**src/rtl/alu_ctrl_pkg.sv**
```systemverilog
// rtl/alu_ctrl_pkg.sv - shared codes, decode constants and FSM state type for the ALU controller
package alu_ctrl_pkg;

    // ALU control codes (5-bit native, zero-extended to CTRL_W at use sites)
    localparam logic [4:0] ALU_NOP   = 5'd0;
    localparam logic [4:0] ALU_ADD   = 5'd1;
    localparam logic [4:0] ALU_SUB   = 5'd2;
    localparam logic [4:0] ALU_AND   = 5'd3;
    localparam logic [4:0] ALU_OR    = 5'd4;
    localparam logic [4:0] ALU_SLT   = 5'd5;
    localparam logic [4:0] ALU_SLTU  = 5'd6;
    localparam logic [4:0] ALU_SLL   = 5'd7;
    localparam logic [4:0] ALU_SLLV  = 5'd8;
    localparam logic [4:0] ALU_NOR   = 5'd9;
    localparam logic [4:0] ALU_XOR   = 5'd10;
    localparam logic [4:0] ALU_ORI   = 5'd11;
    localparam logic [4:0] ALU_LUI   = 5'd12;
    localparam logic [4:0] ALU_SRL   = 5'd13;
    localparam logic [4:0] ALU_SRLV  = 5'd14;
    localparam logic [4:0] ALU_BEQ   = 5'd15;
    localparam logic [4:0] ALU_MULT  = 5'd16;
    localparam logic [4:0] ALU_MULTU = 5'd17;
    localparam logic [4:0] ALU_DIV   = 5'd18;
    localparam logic [4:0] ALU_DIVU  = 5'd19;
    localparam logic [4:0] ALU_MFHI  = 5'd20;
    localparam logic [4:0] ALU_MFLO  = 5'd21;

    // Main-control ALUOp classes
    localparam logic [2:0] ALUOP_NOP   = 3'b000;
    localparam logic [2:0] ALUOP_BEQ   = 3'b001;
    localparam logic [2:0] ALUOP_RTYPE = 3'b010;
    localparam logic [2:0] ALUOP_SLTI  = 3'b011;
    localparam logic [2:0] ALUOP_ANDI  = 3'b100;
    localparam logic [2:0] ALUOP_ADDI  = 3'b101;
    localparam logic [2:0] ALUOP_ORI   = 3'b110;
    localparam logic [2:0] ALUOP_LUI   = 3'b111;

    // R-type funct values
    localparam logic [5:0] FN_SLL   = 6'd0;
    localparam logic [5:0] FN_SRL   = 6'd2;
    localparam logic [5:0] FN_SLLV  = 6'd4;
    localparam logic [5:0] FN_SRLV  = 6'd6;
    localparam logic [5:0] FN_MFHI  = 6'd16;
    localparam logic [5:0] FN_MFLO  = 6'd18;
    localparam logic [5:0] FN_MULT  = 6'd24;
    localparam logic [5:0] FN_MULTU = 6'd25;
    localparam logic [5:0] FN_DIV   = 6'd26;
    localparam logic [5:0] FN_DIVU  = 6'd27;
    localparam logic [5:0] FN_ADD   = 6'd32;
    localparam logic [5:0] FN_SUB   = 6'd34;
    localparam logic [5:0] FN_AND   = 6'd36;
    localparam logic [5:0] FN_OR    = 6'd37;
    localparam logic [5:0] FN_XOR   = 6'd38;
    localparam logic [5:0] FN_NOR   = 6'd39;
    localparam logic [5:0] FN_SLT   = 6'd42;
    localparam logic [5:0] FN_SLTU  = 6'd43;

    // MDU operation codes; bit 1 set means a divide
    localparam logic [1:0] MDU_MULT  = 2'd0;
    localparam logic [1:0] MDU_MULTU = 2'd1;
    localparam logic [1:0] MDU_DIV   = 2'd2;
    localparam logic [1:0] MDU_DIVU  = 2'd3;

    typedef enum logic [1:0] {
        ST_IDLE = 2'd0,
        ST_MUL  = 2'd1,
        ST_DIV  = 2'd2,
        ST_DONE = 2'd3
    } state_t;

endpackage

```
**src/rtl/alu_ctrl_dec.sv**
```systemverilog
// rtl/alu_ctrl_dec.sv - combinational ALUOp/funct decoder to control word, MDU flags and illegal flag
module alu_ctrl_dec
    import alu_ctrl_pkg::*;
#(
    parameter int OP_W    = 3,
    parameter int FUNCT_W = 6,
    parameter int CTRL_W  = 5
)(
    input  logic [OP_W-1:0]    alu_op,
    input  logic [FUNCT_W-1:0] funct,
    output logic [CTRL_W-1:0]  ctrl,
    output logic               is_mdu,
    output logic [1:0]         mdu_op,
    output logic               illegal
);

    logic [4:0] code;

    // Map the operation class, then the funct field for R-type, onto a control code
    always_comb begin
        code    = ALU_NOP;
        is_mdu  = 1'b0;
        mdu_op  = MDU_MULT;
        illegal = 1'b0;
        case (alu_op)
            OP_W'(ALUOP_NOP):  code = ALU_NOP;
            OP_W'(ALUOP_BEQ):  code = ALU_BEQ;
            OP_W'(ALUOP_SLTI): code = ALU_SLT;
            OP_W'(ALUOP_ANDI): code = ALU_AND;
            OP_W'(ALUOP_ADDI): code = ALU_ADD;
            OP_W'(ALUOP_ORI):  code = ALU_ORI;
            OP_W'(ALUOP_LUI):  code = ALU_LUI;
            OP_W'(ALUOP_RTYPE): begin
                case (funct)
                    FUNCT_W'(FN_ADD):   code = ALU_ADD;
                    FUNCT_W'(FN_SUB):   code = ALU_SUB;
                    FUNCT_W'(FN_AND):   code = ALU_AND;
                    FUNCT_W'(FN_OR):    code = ALU_OR;
                    FUNCT_W'(FN_XOR):   code = ALU_XOR;
                    FUNCT_W'(FN_NOR):   code = ALU_NOR;
                    FUNCT_W'(FN_SLT):   code = ALU_SLT;
                    FUNCT_W'(FN_SLTU):  code = ALU_SLTU;
                    FUNCT_W'(FN_SLL):   code = ALU_SLL;
                    FUNCT_W'(FN_SRL):   code = ALU_SRL;
                    FUNCT_W'(FN_SLLV):  code = ALU_SLLV;
                    FUNCT_W'(FN_SRLV):  code = ALU_SRLV;
                    FUNCT_W'(FN_MFHI):  code = ALU_MFHI;
                    FUNCT_W'(FN_MFLO):  code = ALU_MFLO;
                    FUNCT_W'(FN_MULT):  begin code = ALU_MULT;  is_mdu = 1'b1; mdu_op = MDU_MULT;  end
                    FUNCT_W'(FN_MULTU): begin code = ALU_MULTU; is_mdu = 1'b1; mdu_op = MDU_MULTU; end
                    FUNCT_W'(FN_DIV):   begin code = ALU_DIV;   is_mdu = 1'b1; mdu_op = MDU_DIV;   end
                    FUNCT_W'(FN_DIVU):  begin code = ALU_DIVU;  is_mdu = 1'b1; mdu_op = MDU_DIVU;  end
                    default:            begin code = ALU_NOP;   illegal = 1'b1; end
                endcase
            end
            default: code = ALU_NOP;
        endcase
    end

    assign ctrl = CTRL_W'(code);

endmodule

```
**src/rtl/alu_ctrl_mdu.sv**
```systemverilog
// rtl/alu_ctrl_mdu.sv - registered ALU control word with multiply/divide sequencing and stall
module alu_ctrl_mdu
    import alu_ctrl_pkg::*;
#(
    parameter int OP_W       = 3,
    parameter int FUNCT_W    = 6,
    parameter int CTRL_W     = 5,
    parameter int MUL_CYCLES = 4,
    parameter int DIV_CYCLES = 32
)(
    input  logic               clk_i,
    input  logic               rst_i,
    input  logic               valid_i,
    input  logic               flush_i,
    input  logic [OP_W-1:0]    ALUOp_i,
    input  logic [FUNCT_W-1:0] funct_i,
    output logic [CTRL_W-1:0]  ALUCtrl_o,
    output logic               busy_o,
    output logic               mdu_start_o,
    output logic [1:0]         mdu_op_o,
    output logic               hilo_we_o,
    output logic               illegal_o
);

    localparam int MAX_CYC = (DIV_CYCLES > MUL_CYCLES) ? DIV_CYCLES : MUL_CYCLES;
    localparam int CNT_W   = (MAX_CYC > 2) ? $clog2(MAX_CYC) : 1;
    localparam logic [CNT_W-1:0] MUL_LOAD = CNT_W'(MUL_CYCLES - 1);
    localparam logic [CNT_W-1:0] DIV_LOAD = CNT_W'(DIV_CYCLES - 1);

    state_t             state_q, state_d;
    logic [CNT_W-1:0]   cnt_q, cnt_d;
    logic [CTRL_W-1:0]  ctrl_q, ctrl_d;
    logic               start_q, start_d;
    logic [1:0]         op_q, op_d;
    logic               illegal_q, illegal_d;

    logic [CTRL_W-1:0]  dec_ctrl;
    logic               dec_is_mdu;
    logic [1:0]         dec_mdu_op;
    logic               dec_illegal;
    logic               accept;

    alu_ctrl_dec #(
        .OP_W    (OP_W),
        .FUNCT_W (FUNCT_W),
        .CTRL_W  (CTRL_W)
    ) u_dec (
        .alu_op  (ALUOp_i),
        .funct   (funct_i),
        .ctrl    (dec_ctrl),
        .is_mdu  (dec_is_mdu),
        .mdu_op  (dec_mdu_op),
        .illegal (dec_illegal)
    );

    assign busy_o    = (state_q == ST_MUL) || (state_q == ST_DIV);
    assign hilo_we_o = (state_q == ST_DONE);
    assign accept    = valid_i && !busy_o && !flush_i;

    // State, counter and output registers; reset forces NOP/IDLE at once
    always_ff @(posedge clk_i or posedge rst_i) begin
        if (rst_i) begin
            state_q   <= ST_IDLE;
            cnt_q     <= '0;
            ctrl_q    <= '0;
            start_q   <= 1'b0;
            op_q      <= MDU_MULT;
            illegal_q <= 1'b0;
        end else begin
            state_q   <= state_d;
            cnt_q     <= cnt_d;
            ctrl_q    <= ctrl_d;
            start_q   <= start_d;
            op_q      <= op_d;
            illegal_q <= illegal_d;
        end
    end

    // Next-state: accept in IDLE/DONE, count down while busy, flush aborts a running op
    always_comb begin
        state_d   = state_q;
        cnt_d     = cnt_q;
        ctrl_d    = ctrl_q;
        start_d   = 1'b0;
        op_d      = op_q;
        illegal_d = 1'b0;
        case (state_q)
            ST_MUL, ST_DIV: begin
                if (flush_i) begin
                    state_d = ST_IDLE;
                    cnt_d   = '0;
                    ctrl_d  = '0;
                end else if (cnt_q == '0) begin
                    state_d = ST_DONE;
                end else begin
                    cnt_d = cnt_q - CNT_W'(1);
                end
            end
            default: begin
                state_d = ST_IDLE;
                ctrl_d  = '0;
                if (accept) begin
                    ctrl_d    = dec_ctrl;
                    illegal_d = dec_illegal;
                    if (dec_is_mdu) begin
                        start_d = 1'b1;
                        op_d    = dec_mdu_op;
                        if (dec_mdu_op[1]) begin
                            state_d = ST_DIV;
                            cnt_d   = DIV_LOAD;
                        end else begin
                            state_d = ST_MUL;
                            cnt_d   = MUL_LOAD;
                        end
                    end
                end
            end
        endcase
    end

    assign ALUCtrl_o   = ctrl_q;
    assign mdu_start_o = start_q;
    assign mdu_op_o    = op_q;
    assign illegal_o   = illegal_q;

endmodule

```
**config.mk**
```make
export PLATFORM = sky130hd
export DESIGN_NAME = alu_ctrl_mdu
export DESIGN_NICKNAME = d
export VERILOG_FILES = /design/src/rtl/alu_ctrl_pkg.sv /design/src/rtl/alu_ctrl_dec.sv /design/src/rtl/alu_ctrl_mdu.sv
export SDC_FILE = /design/constraint.sdc
export NUM_CORES = 1
export LEC_CHECK = 0
export BUFFER_PORTS_ARGS = -buffer_cell sky130_fd_sc_hd__buf_2
export CAP_MARGIN = 25
export CORE_ASPECT_RATIO = 0.9
export CORE_MARGIN = 1
export CORE_UTILIZATION = 48
export DETAILED_ROUTE_END_ITERATION = 16
export PLACE_DENSITY = 0.87
export REMOVE_ABC_BUFFERS = 1
export SLEW_MARGIN = 10
export SYNTH_ARGS = -nofsm -noshare
export SYNTH_HDL_FRONTEND = slang
export SYNTH_SLANG_ARGS = --single-unit
```
**constraint.sdc**
```tcl
create_clock -name clk_i -period 1.8 [get_ports clk_i]
set_input_delay 0.09 -clock clk_i [delete_from_list [all_inputs] [get_ports clk_i]]
set_output_delay 0.09 -clock clk_i [all_outputs]
set_load 0.05 [all_outputs]
```
# == Yosys cells after proc, flatten, opt, wreduce, memory -nomap -nowiden ==
# Index checks and enable logic that the tools add are counted.
# totals
output_inout_bits,11
word_cells,81
regBits,16
in_bits,13
# op_classes
n_addsub,1
n_reduce_logical,15
eq_ne,30
n_mux,28
bitwise_logic,1
# op_table
op,count
$pmux W5 S18,1
$eq A6 B6 Y1 const B,8
$mux W5,9
$pmux W5 S8,1
$eq A6 B5 Y1 const B,6
$reduce_or A18 Y1,1
$mux W2,7
$eq A3 B3 Y1 const B,4
$eq A6 B3 Y1 const B,2
$mux W1,9
$eq A3 B2 Y1 const B,2
$eq A6 B2 Y1 const B,1
$logic_not A6 Y1,1
$ne A3 B3 Y1 const B,2
$pmux W2 S3,1
$reduce_and A3 Y1,2
$logic_not A5 Y1,1
$sub A5 B1 Y5 const B,1
$eq A2 B2 Y1 const B,2
$reduce_bool A2 Y1,2
$reduce_or A4 Y1,1
$eq A3 B1 Y1 const B,1
$logic_not A3 Y1,1
$eq A2 B1 Y1 const B,1
other kinds (6),8

# == Longest topological paths before layout ==
# depth
depth_word,7
mapped_depth,7
depth_no_buf,7

# == Cells and area by module ==
# From an unflattened synthesis, not the netlist that was laid out.
# unflattened
hier_cells,134
area_unflattened_um2,1213.7
# by_module_without_submodules
module,n_inst,seq_area_each_um2,cells_each,area_each_um2
alu_ctrl_mdu,1,400.4,70,782.0
alu_ctrl_dec,1,0.0,64,431.7

# == Worst setup path before layout ==
# No wires, ideal clock.
# synth_timing
path_type,flip-flop to flip-flop
from,reg state_q[0]
to,reg cnt_q[2]
setup_time_ns,0.121
n_path_buf,0
path_stages_with_launch,7
path_slack_ns,-0.147
period_less_slack_ns,1.947
t_arrival_ns,1.826
t_required_ns,1.679
path_cell_list,dfrtp_1 -> ha_1 -> nor4b_4 -> nand4_2 -> nand2_2 -> o21ai_1 -> a22o_1
# synth_via
elab_chain_len,7
elab_cells_between_ends,12
cone_classes,eq/ne (3); mux (1); reduce/logical (8)
# synth_rtl
item,line_no,text
start: declaration,alu_ctrl_mdu.sv:30,"state_t state_q, state_d;"
start signal: assignment,alu_ctrl_mdu.sv:70,state_q <= state_d;
$eq A2 B1 Y1 or $eq A2 B2 Y1 (tied branches),alu_ctrl_mdu.sv:56,assign busy_o = (state_q == ST_MUL) || (state_q == ST_DIV);
$logic_or A1 B1 Y1 *,alu_ctrl_mdu.sv:56,
net busy_o,alu_ctrl_mdu.sv:18,"output logic busy_o,"
$logic_not A1 Y1 *,alu_ctrl_mdu.sv:58,assign accept = valid_i && !busy_o && !flush_i;
$logic_and A1 B1 Y1 * (2 in a row),alu_ctrl_mdu.sv:58,
$reduce_bool A2 Y1 (no line) *,n/a,
$reduce_and A3 Y1 (no line) *,n/a,
end signal: assignment,alu_ctrl_mdu.sv:71,cnt_q <= cnt_d;
end: declaration,alu_ctrl_mdu.sv:31,"logic [CNT_W-1:0] cnt_q, cnt_d;"
# The timed path passes the listed nets; every way through them passes the cells marked *.
# A chain may end at the register's enable or synchronous reset.

# == Final worst setup path ==
# layout_timing
from,reg cnt_q[1]
to,reg cnt_q[4]
# layout_via
elab_chain_len,4
elab_cells_between_ends,7
cone_classes,add/sub (1); eq/ne (1); mux (3); reduce/logical (2)
# layout_rtl
item,line_no,text
$sub A5 B1 Y5,alu_ctrl_mdu.sv:96,cnt_d = cnt_q - CNT_W'(1);
$mux W5,alu_ctrl_mdu.sv:93,end else if (cnt_q == '0) begin
$mux W5,alu_ctrl_mdu.sv:89,if (flush_i) begin
$mux W5,alu_ctrl_mdu.sv:87,case (state_q)
# Parallel ways exist; a longest one is shown, timed or not. The select of a mux whose other input is x is not followed.

==> impl_metrics.csv <==
group,metric,value,unit
run_status,status,"finished with violations",
run_status,violations,"DRC",
cts,cts_tree,"yes",
routing,ant_nets,0,
synth,synthTopCellsByArea,"dfrtp_1, o31ai_1, nand2_1, o21ai_0, ha_1",
cts,cts.reportedPaths.clkPinSlew,100,ps
synth,synth.yosys.seq_area_share,36.0,%
synth,yosys_warnings,0,
placement,place_inst,170,
cts,htree_levels,1,
synth,synth_area,1110,sq um
die,die_h,47.7,um
grt,grt_start_max_net_pins,17,
die,coreArea,2180,sq um
grt,top_usage_layer,"met2",
routing,wirelength,2690,um
layout,n_fill_cell,184,
sta,setup_ws,51.8,ps
layout,design_area,1360,sq um
grt,gr-usage-met2,34.9,%
setup_path,worstPathArrival,1950,ps
sta,setup_viol,0,
routing,drc,2,
worst_hold_path,hold_class,"primary input to flop",
layout,area_growth,21.8,%
setup_path,max_stage_delay,490,ps
sta,period_share,97.1,%
routing,via_per_inst,5.97,
setup_path,slowest_stage,"or4b_4",
synth,ys_seq_elements,16,
setup_path,crit_path_max_fanout,7,
setup_path,crit_chain,"inv_2 -> ha_4 -> or4b_4 -> o21ai_4 -> nand2_4 -> a32o_1",
synth,syn_avg_cell_area,9.05,sq um
grt,first_global_vias,875,
power_and_ir_drop,leakage,0.616,nW
grt,antenna_found_initial,0,
placement,pre_cts_slack,11.1,ps
sta,worst_pin_slew,641,ps
layout,drive_above_1_share,33.6,%
power_and_ir_drop,p_per_area,771,nW/um^2
sta,layout_min_cycle_time,1750,ps
grt,overflow,0,
cts,clock_latency,300,ps
synth,ys_types,50,
layout,multiInputGateArea,689,sq um
power_and_ir_drop,power,0.00105,W
sta,skew,1.21,ps
routing,routedWlPerCell,15.3,um
sta,slew_headroom,57.2,%
placement,dp.final_hpwl,1910,um
grt,met1_usage,27.3,%
synth,yosys.area.top_type,"dfrtp_1",
die,io_pins,24,
placement,io_buffers,23,
setup_path,critical_path_class,"flop to flop",
cts,clk_path_buf_depth,2,
die,die_x,52.8,um
grt,grt_pass1_wl,3910,um
synth,synth.most_common_cell,"dfrtp_1",
layout,finalNonFillerCells,176,
routing,firstDrtPassIters,10,
routing,drt_iter0_markers,26,
die,rows,16,
placement,place_congestion,0.796,
setup_path,critical_path.endpoint_type,"flop",
cts,clock_sinks,16,
sta,fmax,572,MHz
sta,hold_viol,0,
grt,gr-usage-met3,7.30,%
synth,synthFlopType,"dfrtp_1",
setup_path,crit_required,2000,ps
synth,synthTopCellsByCount,"dfrtp_1, nand2_1, o21ai_0",
synth,synth-edff-count,0,
placement,place_area,1250,sq um
die,die_area,2520,sq um
routing,vias,1050,
setup_path,crit_path_start_kind,"flop",
die,initial_core_util,51.0,%
cts,cts_buffers,3,
layout,antenna_cells,0,
layout,final-seq-area,400,sq um
power_and_ir_drop,irDropWorstVdd,0.534,mV
cts,root_buffer,"clkbuf_4",
synth,ys_async_sr_fraction,100,%
synth,synth_cells,123,
job,cap_violations,0,
sta,drv_slew,0,
layout,nNetsFinal,166,
synth,yosysTopAreaCellShare,36.0,%
grt,grt_usage,22.0,%
==> cells in the final DEF (no fill, tap or decap), drive strengths merged, types with 3 or more instances in the layout <==
cell | Yosys | routed
dfrtp | 16 | 16
o31ai | 6 | 6
ha | 3 | 3
a22o | 3 | 3
o21ai | 11 | 11
nand2 | 12 | 12
nand4 | 3 | 3
clkbuf | 2 | 4
nor2 | 7 | 7
nand3 | 5 | 5
inv | 9 | 9
buf | 5 | 28
a21oi | 4 | 4
==> registers in the layout, indices dropped and copies added (netlist names) <==
| name | cells |
|---|---|
| mdu_start_o | 1 |
| mdu_op_o | 2 |
| state_q | 2 |
| ALUCtrl_o | 5 |
| illegal_o | 1 |
| cnt_q | 5 |
==> critical path, delay by kind of cell, from the launching register on <==
kind	cells	cell delay (ps)
simple gates	2	580
flops	1	430
compound gates	2	410
fa+ha+maj	1	130
buf+inv	1	100
==> repair_timing <==
item,CTS,global route
buffers inserted,0,1
hold endpoints to repair,16,0
setup endpoints to repair,5,7
pin swaps,0,5
hold buffers,1,0
resized for setup,1,10
==> cells by family (layout without fill, tap and decap cells) <==
logic type / after synthesis / after routing / synth area share, %
simple gates: 43 / 43 / 23.3
compound gates: 42 / 42 / 27.6
flops: 16 / 16 / 36.0
buf+inv: 16 / 42 / 7.08
fa+ha+maj: 4 / 4 / 4.27
xor+xnor: 1 / 1 / 0.787
mux: 1 / 1 / 1.01
==> power by group <==
part / switching, W / internal, W / leakage (nW) / total [W]
combinational: 0.000215 / 0.000164 / 0.376 / 0.000379
sequential: 0.0000279 / 0.000386 / 0.219 / 0.000414
clock: 0.000129 / 0.000124 / 0.0210 / 0.000252
total: 0.000371 / 0.000674 / 0.616 / 0.00105
==> cell type report <==
| class | instances | share of cell area, % |
|---|---|---|
| clock buffers | 4 | 2.68 |
| inverters | 9 | 2.49 |
| multi-input cells | 91 | 50.8 |
| flip-flops and latches | 16 | 29.5 |
| well taps | 27 | 2.49 |
| repair buffers | 29 | 12.0 |
==> final timing paths <==
path | from | to | slack [ps] | depth (start not counted)
worst max-delay path | cnt_q[1]$_DFFE_PP0P_ | cnt_q[4]$_DFFE_PP0P_ | 50 | 6
worst min-delay path | ALUOp_i[1] | ALUCtrl_o[1]$_DFFE_PP0P_ | 80 | 3
worst max register to register | cnt_q[1]$_DFFE_PP0P_ | cnt_q[4]$_DFFE_PP0P_ | 50 | 6
worst min register to register | mdu_op_o[1]$_DFFE_PP0P_ | mdu_op_o[1]$_DFFE_PP0P_ | 490 | 2
max in group asynchronous | rst_i | mdu_start_o$_DFF_PP0_ | 990 | 3
min in group asynchronous | rst_i | illegal_o$_DFF_PP0_ | 400 | 3
==> layer usage <==
metal / share of wire [%] / vias up
li1: - / 518
met1: 47 / 501
met2: 49 / 25
met3: 2.8 / 6
met4: 1.4 / 0
met5: 0 / -
==> metrics by stage <==
| step | hold WS [ps] | TNS, ps | utilization (%) |
|---|---|---|---|
| 3_5_place_dp | 200 | 0 | 57.2 |
| 5_1_grt | 68.1 | -1.97 | 62.2 |
| 6_report | 81.9 | 0 | 62.2 |
| 4_1_cts | 76.8 | 0 | 59.5 |
| 2_1_floorplan | 3.74 | -391 | - |
| 3_3_place_gp | 176 | 0 | 57.2 |
Power figures use the tool's default switching activity.
